===== src/rtl/fifo_rd_sched_pkg.sv =====
// Shared types and helpers for the FIFO read/write burst schedulers.
package fifo_rd_sched_pkg;

  typedef enum logic [1:0] {
    IDLE  = 2'd0,
    BURST = 2'd1,
    DRAIN = 2'd2
  } state_t;

  localparam int unsigned DEF_DATA_W  = 8;
  localparam int unsigned DEF_NUM_REQ = 2;
  localparam int unsigned DEF_LEN_W   = 4;
  localparam int unsigned ID_W        = $clog2(DEF_NUM_REQ);
  localparam int unsigned MAX_LEN_W   = 16;

  // A zero length field stands for the largest burst, 2^len_w words.
  function automatic logic [MAX_LEN_W:0] len_decode(input logic [MAX_LEN_W-1:0] len,
                                                    input int unsigned len_w);
    if (len == '0) return (MAX_LEN_W+1)'(1) << len_w;
    return {1'b0, len};
  endfunction

endpackage


===== src/rtl/fifo_rd_burst_sched_rr_arbiter.sv =====
// Combinational round-robin pick: first set request at or after ptr, wrapping.
module rr_arbiter
  import fifo_rd_sched_pkg::*;
#(
  parameter int unsigned N     = DEF_NUM_REQ,
  parameter int unsigned IDX_W = ID_W
) (
  input  logic [N-1:0]     req,
  input  logic [IDX_W-1:0] ptr,
  output logic [N-1:0]     gnt_c,
  output logic [IDX_W-1:0] idx_c,
  output logic             any_c
);

  logic [2*N-1:0] rot;
  int unsigned    sum;

  // Rotating the doubled vector puts requester ptr at bit 0.
  always_comb begin
    rot   = {req, req} >> ptr;
    gnt_c = '0;
    idx_c = '0;
    any_c = 1'b0;
    sum   = 0;
    for (int i = 0; i < int'(N); i++) begin
      if (!any_c && rot[i]) begin
        any_c = 1'b1;
        sum   = 32'(ptr) + 32'(i);
        if (sum >= N) sum = sum - N;
        idx_c = IDX_W'(sum);
      end
    end
    if (any_c) gnt_c = N'(1) << idx_c;
  end

endmodule


===== src/rtl/fifo_rd_burst_sched.sv =====
// Shares the async FIFO read port between requesters, one round-robin burst at a time,
// through a one-entry registered valid/ready output stage.
module fifo_rd_burst_sched
  import fifo_rd_sched_pkg::*;
#(
  parameter int unsigned DATA_W  = DEF_DATA_W,
  parameter int unsigned NUM_REQ = DEF_NUM_REQ,
  parameter int unsigned LEN_W   = DEF_LEN_W
) (
  input  logic                       rd_clk,
  input  logic                       rd_rst,
  input  logic [NUM_REQ-1:0]         req,
  input  logic [NUM_REQ*LEN_W-1:0]   req_len,
  output logic [NUM_REQ-1:0]         gnt,
  input  logic                       fifo_empty,
  input  logic [DATA_W-1:0]          fifo_rd_data,
  output logic                       fifo_rd_en,
  output logic                       out_valid,
  output logic [DATA_W-1:0]          out_data,
  output logic [$clog2(NUM_REQ)-1:0] out_id,
  input  logic                       out_ready,
  output logic [NUM_REQ-1:0]         done,
  output logic                       busy
);

  localparam int unsigned IDX_W = $clog2(NUM_REQ);
  localparam int unsigned CNT_W = LEN_W + 1;

  state_t             state, state_nxt;
  logic [IDX_W-1:0]   rr_ptr;
  logic [CNT_W-1:0]   remaining;
  logic [NUM_REQ-1:0] arb_gnt_c;
  logic [IDX_W-1:0]   arb_idx_c;
  logic               arb_any_c;
  logic [LEN_W-1:0]   win_len_c;
  logic               handshake_c;

  rr_arbiter #(
    .N     (NUM_REQ),
    .IDX_W (IDX_W)
  ) u_arb (
    .req   (req),
    .ptr   (rr_ptr),
    .gnt_c (arb_gnt_c),
    .idx_c (arb_idx_c),
    .any_c (arb_any_c)
  );

  // Burst length of the arbitration winner.
  always_comb begin
    win_len_c = '0;
    for (int i = 0; i < int'(NUM_REQ); i++) begin
      if (arb_gnt_c[i]) win_len_c = req_len[i*LEN_W +: LEN_W];
    end
  end

  assign handshake_c = out_valid & out_ready;

  always_ff @(posedge rd_clk or negedge rd_rst) begin
    if (!rd_rst) state <= IDLE;
    else         state <= state_nxt;
  end

  // Pop only while bursting with words left and room in the output stage.
  always_comb begin
    state_nxt  = state;
    fifo_rd_en = 1'b0;
    case (state)
      IDLE: begin
        if (arb_any_c) state_nxt = BURST;
      end
      BURST: begin
        fifo_rd_en = !fifo_empty && (remaining != '0) && (!out_valid || out_ready);
        if (fifo_rd_en && (remaining == CNT_W'(1))) state_nxt = DRAIN;
      end
      DRAIN: begin
        if (handshake_c) state_nxt = IDLE;
      end
      default: state_nxt = IDLE;
    endcase
  end

  always_ff @(posedge rd_clk or negedge rd_rst) begin
    if (!rd_rst) begin
      gnt       <= '0;
      out_valid <= 1'b0;
      out_data  <= '0;
      out_id    <= '0;
      done      <= '0;
      busy      <= 1'b0;
      rr_ptr    <= '0;
      remaining <= '0;
    end else begin
      done <= '0;
      busy <= (state_nxt != IDLE);
      if ((state == IDLE) && arb_any_c) begin
        gnt       <= arb_gnt_c;
        out_id    <= arb_idx_c;
        remaining <= CNT_W'(len_decode(MAX_LEN_W'(win_len_c), LEN_W));
      end
      if (fifo_rd_en) begin
        out_data  <= fifo_rd_data;
        out_valid <= 1'b1;
        remaining <= remaining - CNT_W'(1);
      end else if (handshake_c) begin
        out_valid <= 1'b0;
      end
      // Last word accepted: release the grant and move priority past the owner.
      if ((state == DRAIN) && handshake_c) begin
        done   <= gnt;
        gnt    <= '0;
        rr_ptr <= (out_id == IDX_W'(NUM_REQ - 1)) ? '0 : out_id + IDX_W'(1);
      end
    end
  end

endmodule

===== config.mk =====
export PLATFORM = sky130hd
export DESIGN_NAME = fifo_rd_burst_sched
export DESIGN_NICKNAME = d
export VERILOG_FILES = /design/src/rtl/fifo_rd_sched_pkg.sv /design/src/rtl/fifo_rd_burst_sched_rr_arbiter.sv /design/src/rtl/fifo_rd_burst_sched.sv
export SDC_FILE = /design/constraint.sdc
export NUM_CORES = 1
export LEC_CHECK = 0
export BUFFER_PORTS_ARGS = -buffer_cell sky130_fd_sc_hd__buf_4
export CORE_ASPECT_RATIO = 1.1
export CORE_MARGIN = 1
export CORE_UTILIZATION = 44
export CTS_BUF_LIST = sky130_fd_sc_hd__clkbuf_8
export DETAILED_ROUTE_END_ITERATION = 8
export GPL_ROUTABILITY_DRIVEN = 0
export GPL_TIMING_DRIVEN = 0
export PLACE_DENSITY = 0.73
export REMOVE_ABC_BUFFERS = 1
export SKIP_LAST_GASP = 1
export SLEW_MARGIN = 20
export SYNTH_ARGS = -nofsm -noshare
export SYNTH_HDL_FRONTEND = slang
export SYNTH_SLANG_ARGS = --single-unit

===== constraint.sdc =====
create_clock -name rd_clk -period 2.6 [get_ports rd_clk]
set_clock_uncertainty 0.2 [all_clocks]
set_input_delay 0.26 -clock rd_clk [delete_from_list [all_inputs] [get_ports rd_clk]]
set_output_delay 0.26 -clock rd_clk [all_outputs]
set_load 0.1 [all_outputs]

## Yosys cells after proc, flatten, opt, wreduce, memory -nomap -nowiden

Index checks and enable logic that the tools add are counted.

- Bits of input ports: 22
- Logic and storage cells: 65
- Bits in registers: 23
- Output and inout bits: 16

- Equality and inequality tests: 3
- Reductions and logical operators: 17
- $add $sub $neg: 5
- Bitwise logic cells: 1
- Order comparisons: 2
- Multiplexer cells: 26
- Shifts and indexed selects: 2

Operator list:

| cell | number |
|---|---|
| $mux 5 | 4 |
| $mux 2 | 7 |
| $mux 1 | 12 |
| $mux 4 | 2 |
| $reduce_bool 2->1 | 4 |
| $logic_and 1x1->1 | 6 |
| $pmux 2 s3 | 1 |
| $eq 5x1->1 const B | 1 |
| $reduce_bool 5->1 | 1 |
| $sub 5x1->5 const B | 1 |
| $logic_not 4->1 | 1 |
| $shr 4x1->2 | 1 |
| $logic_not 1->1 | 3 |
| $add 1x1->2 const B | 1 |
| $eq 2x1->1 const B | 1 |
| $eq 2x2->1 const B | 1 |
| $ge 1x2->1 const B | 1 |
| $ge 2x2->1 const B | 1 |
| $logic_not 2->1 | 1 |
| $shl 1x1->2 const A | 1 |
| $sub 1x1->1 const B | 2 |
| $add 1x1->1 const B | 1 |
| $and 1x1->1 | 1 |
| $logic_or 1x1->1 | 1 |

## Longest topological paths before layout

- Depth in word-level cells: 15
- Gate-level depth with buffers: 9
- Mapped depth without buffers: 7

## Modules after synthesis

A second synthesis with hierarchy kept.

- Cells, all modules: 115
- Area total of the unflattened synthesis: 1112.3 um^2

Modules (own cells, without submodules):

| module | sequential area each (um^2) | area each (um^2) | cells an instance | times used |
|---|---|---|---|---|
| fifo_rd_burst_sched | 575.6 | 1079.8 | 110 | 1 |
| rr_arbiter | 0.0 | 32.5 | 5 | 1 |

## Worst setup path after synthesis

OpenSTA, ideal clock, no wires.

- Path type: register -> register
- Start point: register out_valid
- End point: register remaining[4]
- Data arrival time: 2.101 ns
- Path buffers: 2
- Setup time: 0.126 ns
- Cell stages (with the launch flop): 8
- Period minus slack after synthesis: 2.427 ns
- Setup slack: 0.173 ns
- Data required time: 2.274 ns
- Path through: dfrtp_1 > nand2b_1 > or4b_1 > buf_6 > clkinv_4 > buf_6 > nand4_1 > o311a_1

- Longest elaborated chain between the ends: 5
- Elaborated cells on any way between the ends: 6
- Classes of those cells: 2 x mux; 4 x reduce/logical

RTL lines:

| element | line | source |
|---|---|---|
| start, declared | fifo_rd_burst_sched.sv:18 | `output logic out_valid,` |
| start signal, assigned | fifo_rd_burst_sched.sv:86 | `out_valid <= 1'b0;` |
| start signal, assigned | fifo_rd_burst_sched.sv:103 | `out_valid <= 1'b1;` |
| start signal, assigned | fifo_rd_burst_sched.sv:106 | `out_valid <= 1'b0;` |
| $logic_not 1->1 (*) | fifo_rd_burst_sched.sv:73 | `fifo_rd_en = !fifo_empty && (remaining != '0) && (!out_valid \|\| out_ready);` |
| $logic_or 1x1->1 (*) | fifo_rd_burst_sched.sv:73 |  |
| $logic_and 1x1->1 (*) | fifo_rd_burst_sched.sv:73 |  |
| $mux 1 (*) | fifo_rd_burst_sched.sv:68 | `case (state)` |
| named net fifo_rd_en | fifo_rd_burst_sched.sv:17 | `output logic fifo_rd_en,` |
| $mux 5 / $reduce_bool 2->1 (equally long branches) | n/a |  |
| end signal, assigned | fifo_rd_burst_sched.sv:99 | `remaining <= CNT_W'(len_decode(MAX_LEN_W'(win_len_c), LEN_W));` |
| end signal, assigned | fifo_rd_burst_sched.sv:104 | `remaining <= remaining - CNT_W'(1);` |
| end, declared | fifo_rd_burst_sched.sv:31 | `logic [CNT_W-1:0] remaining;` |

The timed path passes the listed nets; every way through them passes the cells marked *.
A chain may end at the register's enable or synchronous reset.

## Final worst setup path

- Start point: register remaining[1]
- End point: output port fifo_rd_en

- Longest elaborated chain between the ends: 4

RTL lines:

| element | line |
|---|---|
| $reduce_bool 5->1 | fifo_rd_burst_sched.sv:73 |
| $logic_and 1x1->1 (2 in series) | fifo_rd_burst_sched.sv:73 |
| $mux 1 | fifo_rd_burst_sched.sv:68 |
| end, declared | fifo_rd_burst_sched.sv:17 |

No other way between the ends.

==> results.txt <==
----------------------------------------------------
[Worst setup path]
  Worst reg-to-reg setup slack ... roughly 200 ps
  Crit Path Max Fanout ... 15
  Required time of the critical path ... between 2000 and 2500 ps
  Critical path startpoint category ... register
  Sort of element at the end of the critical path ... output port
  Launching point of the worst reg2reg path ... remaining[1]$_DFFE_PN0P_
  Critical path class ... reg -> out
  Maximum single-stage delay on the critical path ... 580 ps
  Capture point of the worst reg-to-reg path ... remaining[2]$_DFFE_PN0P_
  CP max stage cell ... or4b_4
  Sequence of cells on the critical path ... inv_1 -> ha_1 -> nor4b_1 -> or4b_4 -> clkinv_4 -> buf_8
  Arrival @ worst endpoint ... 2040 ps
  R2r worst-path depth ... 7

[CTS]
  Buffer cell driving the clock tree root ... clkbuf_8
  Deepest clock path buffer count ... 2
  CTS HTree Levels ... 1
  TritonCTS Buffers ... 3
  Clock transition at the registers of the reported paths ... 80 ps
  Clock latency reported for the late side of the worst-skew pair ... roughly 260 ps
  CTS tree ... yes
  Total clock sinks ... 23

[Placed design]
  Placed instance area ... about 1400 um^2
  Detail Placement HPWL ... 1770 um
  Placed cells ... about 180
  Number of input and output port buffers inserted ... 37

[Timing]
  Final number of hold-violating endpoints ... 1
  Final slew viol count ... 0
  Unrepaired setup endpoints after global routing ... false
  Total Neg Setup Slack ... 0 ps
  Minimum clock period ... 2500 ps
  Crit share post-route ... a little over nine tenths
  Relative slew slack ... between 50% and 60%
  Actual slew at the worst max-slew pin ... 657 ps
  Worst hold margin ... -2.82 ps
  Maximum achievable frequency ... ~0.4 GHz
  Setup-violating endpoint count in the final report ... 0

[Global routing]
  Maximum number of pins on one net before global-route repair ... 24
  Initial antenna violation count ... 0
  Wire length of the first global-routing pass ... between 4000 and 5000 um
  Congestion Overflow GR ... 0
  Number of global-route vias before repair ... ~930
  Global-route total usage across every layer ... between 20 and 25%

[Route]
  Iteration count of the initial detailed-routing pass ... 4
  WL/cell ... ~14 um
  Per-cell via count in the routed design ... 5.33
  Starting DRC count in detailed routing ... 14
  Number of routed nets with antenna violations ... 0
  Remaining routing DRC violations ... 0
  DR vias ... just over 1,000
  Final wirelength ... between 2000 and 3000 um

[Yosys]
  Sequential element share of the synthesized area ... between 50% and 60%
  Fraction of registers with async set or reset after synthesis ... 100%
  Combined area of all synthesized cells ... ~1100 um^2
  Average instance area after synthesis ... a little under 10 um^2
  Yosys warnings ... 0
  Count of mapped cells out of synthesis ... approximately 110
  Prevailing post-synth register cell ... dfrtp_1
  Synthesized flop and latch total ... 23
  Number of distinct standard cells referenced by the synthesized netlist ... 34
  Number of flops mapped to enable cells by yosys ... 0

[Final layout]
  Ant diodes ... 0
  Summed area of non-filler cells in the final layout ... 1550 um^2
  Number of standard cells in the layout, taps in and fillers out ... 190
  Filler Cell Count ... between 150 and 200
  Signed area change from the synthesized netlist to the final layout ... 40.2%
  Final net count ... between 150 and 200
  Share of final-layout standard cells stronger than drive strength 1 ... between 20 and 30%

[Floorplanning]
  Placeable core region ... ~2300 um^2
  Total die area ... 2710 um^2
  Starting density of the core ... between 40% and 50%
  Rows ... 18
  Die outline height ... approximately 54 um
  Die X-Extent ... 49.7 um
  Number of placed I/O pins ... 38

[Worst hold path]
  Hold Crit Start ... fifo_rd_data[5]
  Class of the most critical hold timing path ... in -> reg
  Hold Path Stages ... 3
  Worst Hold Endpoint ... out_data[5]$_DFFE_PN0P_

[Outcome]
  Failing checks ... hold timing
  Run status ... finished with violations

[Run]
  Maximum Capacitance Violations ... 0

----------------------------------------------------
[metal layers]
| metal | vias up | track usage, % | wire length (um) |
|---|---|---|---|
| met1 | 472 | 25.1 | 1120 |
| met3 | 5 | 2.78 | 134 |
| li1 | 495 | - | - |
| met2 | 41 | 36.7 | 1290 |
| met4 | 0 | 10.0 | 38 |
| met5 | - | 0 | 0 |
[critical path: cells and delay by family, from the launching register on]
kind / cells / cell delay [ps]
buf+inv: 3 / 440
flops: 1 / 390
simple gates: 2 / 730
fa+ha+maj: 1 / 210
[cell usage in the layout (no fill, tap or decap), types with 2 or more instances in the layout]
master	n
buf_4	39
nand2_1	29
dfrtp_1	23
dlygate4sd3_1	8
nor2_1	6
inv_1	4
o21ai_0	4
nand2b_1	3
a32oi_1	3
a21oi_1	3
ha_1	3
clkbuf_8	3
nor4b_1	2
and2_1	2
nand3b_1	2
nand3_1	2
a32o_1	2
o22ai_1	2
or4_1	2
o32ai_1	2
and3_1	2
[cell type report]
cell class                 instances  area, um^2  area share [%]
inverter                           4        20.0            1.30
multi-input combinational         81         479            31.0
clock buffer                       3        41.3            2.67
sequential                        23         576            37.2
timing repair buffer              48         388            25.1
clock inverter                     1        3.75           0.243
tap                               30        37.5            2.43
[registers in the layout, summed over array words and instances (netlist names)]
name       cells
busy           1
done           2
gnt            2
out_data       8
out_id         1
out_valid      1
remaining      5
rr_ptr         1
state          2
[cell usage after synthesis (all sizes together) (2+ instances only)]
library cell	number	area [um^2]
and3	2	12.5
a32oi	3	26.3
inv	3	11.3
nand3	2	10.0
a21oi	3	15.0
o22ai	2	12.5
o21ai	5	25.0
nor4b	2	17.5
a32o	2	20.0
ha	3	37.5
nand3b	2	15.0
dfrtp	23	576
nand2	29	109
or4	2	15.0
nor2	6	22.5
buf	3	27.5
o32ai	2	17.5
and2	2	12.5
nand2b	3	18.8
[how the worst max path moves through the flow]
stage	startpoint	endpoint	slack, ps	cells after the start
2_1_floorplan	out_valid$_DFFE_PN0P_	remaining[3]$_DFFE_PN0P_	-90	5
3_3_place_gp	remaining[0]$_DFFE_PN0P_	fifo_rd_en	-30	6
3_5_place_dp	remaining[0]$_DFFE_PN0P_	fifo_rd_en	-80	6
4_1_cts	remaining[0]$_DFFE_PN0P_	fifo_rd_en	50	6
5_1_grt	remaining[1]$_DFFE_PN0P_	fifo_rd_en	30	6
6_report	remaining[1]$_DFFE_PN0P_	fifo_rd_en	100	6
[metrics by stage]
step	utilization, %	setup slack (ps)
after floorplan	-	-90.2
after global placement	60.3	-30.8
final	67.3	97.4
after detailed placement	60.3	-75.9
after CTS	66.4	45.1
after global routing	67.3	31.3
[cell families (layout without fill, tap and decap cells)]
group,count (synthesis),in the layout,synth area share [%]
and+or+nand+nor,54,54,23.8
adders and majority gates,3,3,3.41
buffers and inverters,8,56,4.65
DFF,23,23,52.2
AOI/OAI and AO/OA,24,24,15.9
[repair_timing]
| item | in CTS | in global routing |
|---|---|---|
| hold buffers | 8 | 0 |
| hold endpoints to repair | 30 | 0 |
| pin swaps | 1 | 0 |
| setup buffers | 1 | 2 |
| setup endpoints to repair | 2 | 1 |
| resized for setup | 2 | 1 |
Power is left out: the tool's default activity adds up to more than one toggle a clock period on the data nets, which glitch-free logic cannot reach.
